--- src/rtl/regfile_wb_arbiter_pkg.sv ---
// Shared CPU constants used by the register-file writeback path.
package cpu_pkg;

  localparam int REG_ADDR_W = 5;
  localparam int DATA_W     = 32;
  localparam int NUM_REGS   = 32;

  // x0 is hardwired to zero: writes to it are consumed but never committed.
  localparam logic [REG_ADDR_W-1:0] ZERO_REG = '0;

  function automatic logic is_zero_reg(input logic [REG_ADDR_W-1:0] addr);
    return addr == ZERO_REG;
  endfunction

endpackage

--- src/rtl/regfile_wb_arbiter_rr_arbiter.sv ---
// Combinational round-robin picker: first asserted request at or after ptr wins.
module rr_arbiter #(
  parameter int N     = 3,
  parameter int IDX_W = (N > 1) ? $clog2(N) : 1
) (
  input  logic [N-1:0]     req,
  input  logic [IDX_W-1:0] ptr,
  output logic [N-1:0]     grant
);

  int   idx;
  logic found;

  // Walk the requesters in priority order starting at ptr, wrapping at N.
  always_comb begin
    grant = '0;
    found = 1'b0;
    idx   = 0;
    for (int k = 0; k < N; k++) begin
      idx = (int'(ptr) + k) % N;
      if (!found && req[idx]) begin
        grant[idx] = 1'b1;
        found      = 1'b1;
      end
    end
  end

endmodule

--- src/rtl/regfile_wb_arbiter.sv ---
// Writeback sequencer for the single register-file write port: round-robin
// arbitration over producers, a registered write stage, and a pending-write
// scoreboard that decode uses to detect RAW hazards on multi-cycle results.
module regfile_wb_arbiter
  import cpu_pkg::*;
#(
  parameter int NUM_REQ = 3,
  parameter int IDX_W   = $clog2(NUM_REQ)
) (
  input  logic                          clk,
  input  logic                          rst_n,
  input  logic                          clk_enable,
  input  logic [NUM_REQ-1:0]            req_valid,
  input  logic [REG_ADDR_W*NUM_REQ-1:0] req_addr,
  input  logic [DATA_W*NUM_REQ-1:0]     req_data,
  output logic [NUM_REQ-1:0]            req_ready,
  output logic [REG_ADDR_W-1:0]         w_address,
  output logic [DATA_W-1:0]             w_data,
  output logic                          w_enable,
  input  logic                          issue_valid,
  input  logic [REG_ADDR_W-1:0]         issue_addr,
  output logic                          issue_ready,
  input  logic [REG_ADDR_W-1:0]         rs1_addr,
  input  logic [REG_ADDR_W-1:0]         rs2_addr,
  output logic                          hazard
);

  logic [NUM_REQ-1:0]    grant;
  logic [IDX_W-1:0]      rr_ptr;
  logic [IDX_W-1:0]      gnt_idx;
  logic [IDX_W-1:0]      nxt_ptr;
  logic                  xfer;
  logic [REG_ADDR_W-1:0] sel_addr_p0;
  logic [DATA_W-1:0]     sel_data_p0;

  logic [REG_ADDR_W-1:0] wb_addr_p1;
  logic [DATA_W-1:0]     wb_data_p1;
  logic                  vld_p1;

  logic [NUM_REGS-1:0]   pending;
  logic [NUM_REGS-1:0]   pending_nxt;
  logic                  issue_fire;

  rr_arbiter #(
    .N     (NUM_REQ),
    .IDX_W (IDX_W)
  ) u_rr (
    .req   (req_valid),
    .ptr   (rr_ptr),
    .grant (grant)
  );

  // Grant only while running and out of reset; a grant is a transfer.
  always_comb begin
    req_ready = (clk_enable && rst_n) ? grant : '0;
    xfer      = |req_ready;
  end

  // Mux the granted requester's address/data and index out of the packed buses.
  always_comb begin
    gnt_idx     = '0;
    sel_addr_p0 = '0;
    sel_data_p0 = '0;
    for (int i = 0; i < NUM_REQ; i++) begin
      if (grant[i]) begin
        gnt_idx     = IDX_W'(i);
        sel_addr_p0 = req_addr[REG_ADDR_W*i +: REG_ADDR_W];
        sel_data_p0 = req_data[DATA_W*i +: DATA_W];
      end
    end
  end

  // Pointer moves to the requester just after the winner, wrapping at NUM_REQ.
  always_comb begin
    if (gnt_idx == IDX_W'(NUM_REQ - 1)) nxt_ptr = '0;
    else                                nxt_ptr = gnt_idx + IDX_W'(1);
  end

  // ---- stage p0 -> p1: capture the winning result into the write stage ----
  // Output stage register; x0 writes are consumed without raising w_enable.
  always_ff @(posedge clk or negedge rst_n) begin
    if (!rst_n) begin
      wb_addr_p1 <= '0;
      wb_data_p1 <= '0;
      vld_p1     <= 1'b0;
    end else if (clk_enable) begin
      if (xfer) begin
        wb_addr_p1 <= sel_addr_p0;
        wb_data_p1 <= sel_data_p0;
        vld_p1     <= !is_zero_reg(sel_addr_p0);
      end else begin
        vld_p1     <= 1'b0;
      end
    end
  end

  // Round-robin pointer advances only on a transfer.
  always_ff @(posedge clk or negedge rst_n) begin
    if (!rst_n)                  rr_ptr <= '0;
    else if (clk_enable && xfer) rr_ptr <= nxt_ptr;
  end

  assign w_address = wb_addr_p1;
  assign w_data    = wb_data_p1;
  assign w_enable  = vld_p1;

  // One outstanding write per register; x0 never blocks issue.
  always_comb begin
    issue_ready = !pending[issue_addr] || is_zero_reg(issue_addr);
    issue_fire  = issue_valid && issue_ready && clk_enable && !is_zero_reg(issue_addr);
    hazard      = pending[rs1_addr] || pending[rs2_addr];
  end

  // Scoreboard update: clear the committing register, then set the issued
  // one so a same-cycle set and clear on one register leaves it pending.
  always_comb begin
    pending_nxt = pending;
    if (vld_p1)     pending_nxt[wb_addr_p1] = 1'b0;
    if (issue_fire) pending_nxt[issue_addr] = 1'b1;
    pending_nxt[ZERO_REG] = 1'b0;
  end

  // Scoreboard register, frozen while the pipeline is stalled.
  always_ff @(posedge clk or negedge rst_n) begin
    if (!rst_n)          pending <= '0;
    else if (clk_enable) pending <= pending_nxt;
  end

endmodule

--- config.mk ---
export PLATFORM = sky130hd
export DESIGN_NAME = regfile_wb_arbiter
export DESIGN_NICKNAME = d
export VERILOG_FILES = /design/src/rtl/regfile_wb_arbiter_pkg.sv /design/src/rtl/regfile_wb_arbiter_rr_arbiter.sv /design/src/rtl/regfile_wb_arbiter.sv
export SDC_FILE = /design/constraint.sdc
export NUM_CORES = 1
export LEC_CHECK = 0
export CELL_PAD_IN_SITES_DETAIL_PLACEMENT = 0
export CELL_PAD_IN_SITES_GLOBAL_PLACEMENT = 1
export CORE_MARGIN = 1.5
export CORE_UTILIZATION = 33
export CTS_CLUSTER_SIZE = 8
export DETAILED_ROUTE_END_ITERATION = 8
export PLACE_DENSITY_LB_ADDON = 0.12
export SLEW_MARGIN = 40
export SYNTH_ARGS = -nofsm -noshare
export SYNTH_HDL_FRONTEND = slang
export SYNTH_SLANG_ARGS = --single-unit
--- constraint.sdc ---
create_clock -name clk -period 4 [get_ports clk]
set_clock_uncertainty 0.2 [all_clocks]
set_input_delay 0.6 -clock clk [delete_from_list [all_inputs] [get_ports clk]]
set_output_delay 0.6 -clock clk [all_outputs]
set_load 0.005 [all_outputs]
After elaboration in Yosys (flattened, before gate mapping):

Index checks and enable logic that the tools add are counted.

* reductions and logical operators: 23
* order comparisons: 12
* add/subtract/negate cells: 3
* bitwise operators: 5
* equal/unequal tests: 1
* $mul: 0
* divide/modulo/power cells: 3
* shift operators: 0
* muxes and demuxes: 43

Operators by type and width (count)
* two-way mux 32 bit: 5
* >= comparator 32 x 1 -> 1 bit (second input constant): 3
* < comparator 32 x 4 -> 1 bit (second input constant): 3
* remainder unit 32 x 3 -> 32 bit (second input constant): 2
* bitwise AND 32 bit: 1
* remainder unit 3 x 3 -> 32 bit (second input constant): 1
* NOT 32 bit: 1
* bitwise OR 32 bit: 1
* < comparator 5 x 6 -> 1 bit (second input constant): 4
* two-way mux 1 bit: 18
* binary-select mux 1 bit (select 5 bit): 3
* two-way mux 5 bit: 3
* logical AND 1 bit: 12
* two-way mux 3 bit: 4
* demux 1 bit (select 5 bit): 2
* >= comparator 5 x 1 -> 1 bit (second input constant): 2
* zero test 5 bit: 2
* binary-select mux 1 bit (select 2 bit): 3
* demux 1 bit (select 2 bit): 3
* bitwise OR 3 bit: 2
* zero test 1 bit: 5
* two-way mux 2 bit: 2
* adder 2 x 1 -> 3 bit (second input constant): 1
* adder 2 x 2 -> 3 bit (second input constant): 1
* other kinds (5): 6

* input bits: 133
* bits in read-only memories: 0
* register bits: 71
* bits in latches: 0
* memory bits (writable): 0
* output and inout bits: 43
* memories: 0

Depth between registers and ports, before layout:

* depth after elaboration: 17
* depth in mapped cells: 12
* mapped depth without buffers: 9

Modules after synthesis:

From an unflattened synthesis, not the netlist that was laid out.

* cells, all modules: 460
* area, all modules: 4505.6 sq um

By module, submodules not included
* regfile_wb_arbiter: sequential area each 1776.7 sq um, times used 1, cells each 425, area an instance 4240.3 sq um
* rr_arbiter: sequential area each 0.0 sq um, times used 1, cells each 35, area an instance 265.3 sq um

Least setup slack after synthesis:

No wires, ideal clock.

* kind: input-to-output
* start: input port rs1_addr[0]
* end: output port hazard
* data arrival time: 2.216 ns
* path slack: 0.984 ns
* required time: 3.200 ns
* path buffers: 1
* cell stages on the path: 5
* path through: clkbuf_1 -> mux4_2 -> mux4_2 -> mux2i_1 -> nand2_1

* cells in the longest elaborated chain, start to end: 3

Ends and longest elaborated chain
* start: declaration: line regfile_wb_arbiter.sv:23 `input logic [REG_ADDR_W-1:0] rs1_addr,`
* binary-select mux 1 bit (select 5 bit): line regfile_wb_arbiter.sv:111 `hazard = pending[rs1_addr] || pending[rs2_addr];`
* two-way mux 1 bit (not written as such): line regfile_wb_arbiter.sv:111
* logical OR 1 bit: line regfile_wb_arbiter.sv:111
* end: declaration: line regfile_wb_arbiter.sv:25 `output logic hazard`

No other way between the ends. The select of a mux whose other input is x is not followed.

Final worst setup path:

* start: register rr_ptr[1]
* end: output port req_ready[0]

* cells in the longest elaborated chain, start to end: 12

Ends and longest elaborated chain
* start: declaration: line regfile_wb_arbiter.sv:29 `logic [IDX_W-1:0] rr_ptr;`
* start signal: assignment: line regfile_wb_arbiter.sv:100 `else if (clk_enable && xfer) rr_ptr <= nxt_ptr;`
* branches (longest 10 deep; another with remainder unit 32 x 3 -> 32 bit)
* two-way mux 3 bit *: line regfile_wb_arbiter_rr_arbiter.sv:21 `if (!found && req[idx]) begin`
* two-way mux 3 bit *: line regfile_wb_arbiter.sv:55 `req_ready = (clk_enable && rst_n) ? grant : '0;`
* end: declaration: line regfile_wb_arbiter.sv:16 `output logic [NUM_REQ-1:0] req_ready,`

Every way passes the cells marked *. The select of a mux whose other input is x is not followed.

==> flow_summary.json <==
{
  "grt_max_degree": 72,
  "fmax_mhz": 267,
  "synth_top_flop_cell": "dfrtp_1",
  "cp-start-kind": "register",
  "drtIter0Drc": 374,
  "synthArstFlopShare_pct": 100,
  "cp-end-kind": "output pin",
  "ant_nets": 0,
  "cts_resized": 0,
  "ys_warn_count": 0,
  "dp_cells": 768,
  "cts_tree": "done",
  "path_clk_slew_ns": 0.06,
  "syn_inst": 436,
  "hp-class": "in -> async",
  "dp_slack_ns": 0.307,
  "hold_viol_final": 0,
  "grt.total_usage_pct": 21.6,
  "synth_seq_area_share_pct": 39.3,
  "gp_congestion": 0.860,
  "num_vias": 4511,
  "dr.pass1.iters": 5,
  "synth_top_area_share_pct": 39.3,
  "synthTopCellsByArea": "dfrtp_1 (39%), mux4_2 (12%), o21ai_0 (7.5%)",
  "sequentialPowerShare_pct": 27.9,
  "crit_family": "compound AO/OA/AOI/OAI gates",
  "reg2reg_depth": 10,
  "fin_crit_ns": 3.74,
  "route.detailed.drc": 0,
  "combPwrFrac_pct": 54.2,
  "slowest_stage": "clkdlybuf4s50_1",
  "avgRoutedWirePerCell_microns": 19.8,
  "path_class": "reg -> out",
  "cts.sinks": 71,
  "layout_setup_ws_ns": 0.257,
  "ctsLongestPathBuffers": 2,
  "coreArea_sq_um": 13300,
  "syn_area_per_cell_sq_um": 10.4,
  "numCtsBuffers": 9,
  "vias_per_cell": 5.75,
  "ctsHoldBuffers": 0,
  "antenna_found_initial": 0,
  "cts_root_buffer": "clkbuf_16",
  "dieWidth_microns": 120,
  "setup_violations": 0,
  "critPathMaxStageDelay_ns": 0.55,
  "p_sw_share_pct": 40.4,
  "fin_crit_sh_pct": 93.6,
  "yosys-top-cells-count": "dfrtp_1 (71), o21ai_0 (68), o21ai_1 (36), a22oi_1 (33), a32oi_1 (32)",
  "final_util_pct": 50.9,
  "drv_cap": 0,
  "tightestPinTransition_ns": 0.660,
  "drv_slew": 0,
  "power.leakage_uw": 0.00257,
  "nets": 740,
  "path_depth": 8,
  "num_antenna_cells": 0,
  "cts_setup_buffers": 0,
  "rows": 42,
  "synth-edff-count": 0,
  "ioPinCount": 176,
  "outcome": "finished, final reports clean",
  "grt_pass1_vias": 4581,
  "synthMostInstantiatedCell": "dfrtp_1",
  "path_max_fanout": 8,
  "clkPwrFrac_pct": 17.9,
  "critPathBufInv": 2,
  "final.setup.tns_ns": 0,
  "grt_pass1_wl_mm": 24.2,
  "die_h_microns": 120,
  "p_int_uw": 2670,
  "crit_arrival_ns": 2.94,
  "yosys.area.top_type": "dfrtp_1",
  "synth_area_sq_um": 4530,
  "max-vdd-ir-drop_mv": 0.295,
  "design.die.area_sq_um": 14400,
  "rsz0062_at_grt": "false",
  "place_hpwl_mm": 11.7,
  "overflow": 0,
  "cts_max_level": 3,
  "final_layout_size_suffix_gt1_share_pct": 13.2,
  "switchingPower_uw": 1810,
  "clk_latency_ns": 0.33,
  "start_util_pct": 34.0,
  "synth_nets": 573,
  "layout-area-overhead-vs-synth_pct": 49.6,
  "io_buffers": 175,
  "synth-seq-cells": 71,
  "slew_headroom_pct": 56.0,
  "power_density_nw_per_um2": 661,
  "wl_mm": 15.5,
  "crit_path_cell_trace": "inv_1 -> ha_1 -> nand2b_1 -> a21oi_1 -> o41ai_1 -> o21ai_1 -> nor2_1 -> clkdlybuf4s50_1",
  "required_ns": 3.20,
  "synth_cell_types": 56,
  "fin_cells": 784
}
[state kept, by name (all words and copies together), names as in the netlist]
signal / flops
pending: 31
w_address: 5
w_enable: 1
w_data: 32
rr_ptr: 2
[worst paths after layout]
kind                       startpoint            to  slack [ns]
hold / removal                  rst_n   pending[23]        0.18
max in group asynchronous       rst_n    w_data[18]        2.95
setup reg to reg            rr_ptr[0]    w_data[14]        0.68
hold reg to reg            w_data[13]    w_data[13]        0.32
min in group clk           w_data[13]    w_data[13]        0.32
setup / recovery            rr_ptr[1]  req_ready[0]        0.26
[metrics by stage]
step	cell area (sq um)	total power, uW	hold slack (ns)
floorplan	4530	2680	0.104
global placement	6470	3650	0.297
detailed placement	6470	3680	0.308
CTS	6770	4510	0.222
global route	6770	4780	0.244
finish	6770	4480	0.181
[cell usage in the layout, fill, tap and decap left out, drive strengths merged, types with 3 or more instances in the layout]
master / count
a21oi: 4
nand3b: 8
nand2: 23
mux2i: 4
nor3: 3
a21o: 4
nor2b: 6
or3b: 3
mux4: 25
and2: 3
nand3: 6
a22oi: 33
or3: 4
o211ai: 4
clkinvlp: 3
ha: 4
mux2: 6
clkbuf: 9
buf: 16
or2: 3
clkdlybuf4s50: 174
o211a: 4
a32oi: 32
dfrtp: 71
o21ai: 104
nand2b: 7
nor2: 10
inv: 5
[layer usage]
layer  vias up  global-route usage (%)  wire length (microns)
met5         -                       0                      0
met2       204                    35.5                   7520
met1      2222                    27.8                   6560
li1       2072                       -                      -
met4         0                    5.21                    151
met3        13                    6.70                   1320
[kinds of logic (layout without fill, tap and decap cells)]
logic type / after synthesis / in the layout / synth area share, %
AND/OR/NAND/NOR: 86 / 86 / 11.5
multiplexers: 35 / 35 / 14.8
buffers and inverters: 38 / 210 / 4.29
adder cells (fa/ha/maj): 4 / 4 / 1.11
flip-flops: 71 / 71 / 39.3
AO/OA/AOI/OAI: 202 / 202 / 29.1
[layout make-up]
| type | instances | area [sq um] |
|---|---|---|
| Fill cell | 1265 | 6520 |
| Multi-Input combinational cell | 327 | 2560 |
| Timing Repair Buffer | 190 | 1900 |
| Sequential cell | 71 | 1780 |
| Clock buffer | 9 | 225 |
| Tap cell | 176 | 220 |
| Clock inverter | 7 | 71.3 |
| Inverter | 4 | 15.0 |
[power groups by stage]
stage               combinational (uW)  clock, uW  sequential (uW)
global placement                  2410          0             1240
detailed placement                2430          0             1250
finish                            2430        800             1250
floorplan                         1520          0             1160
CTS                               2440        827             1240
global route                      2640        860             1280
Note: power is estimated with default switching activity, not from simulation.
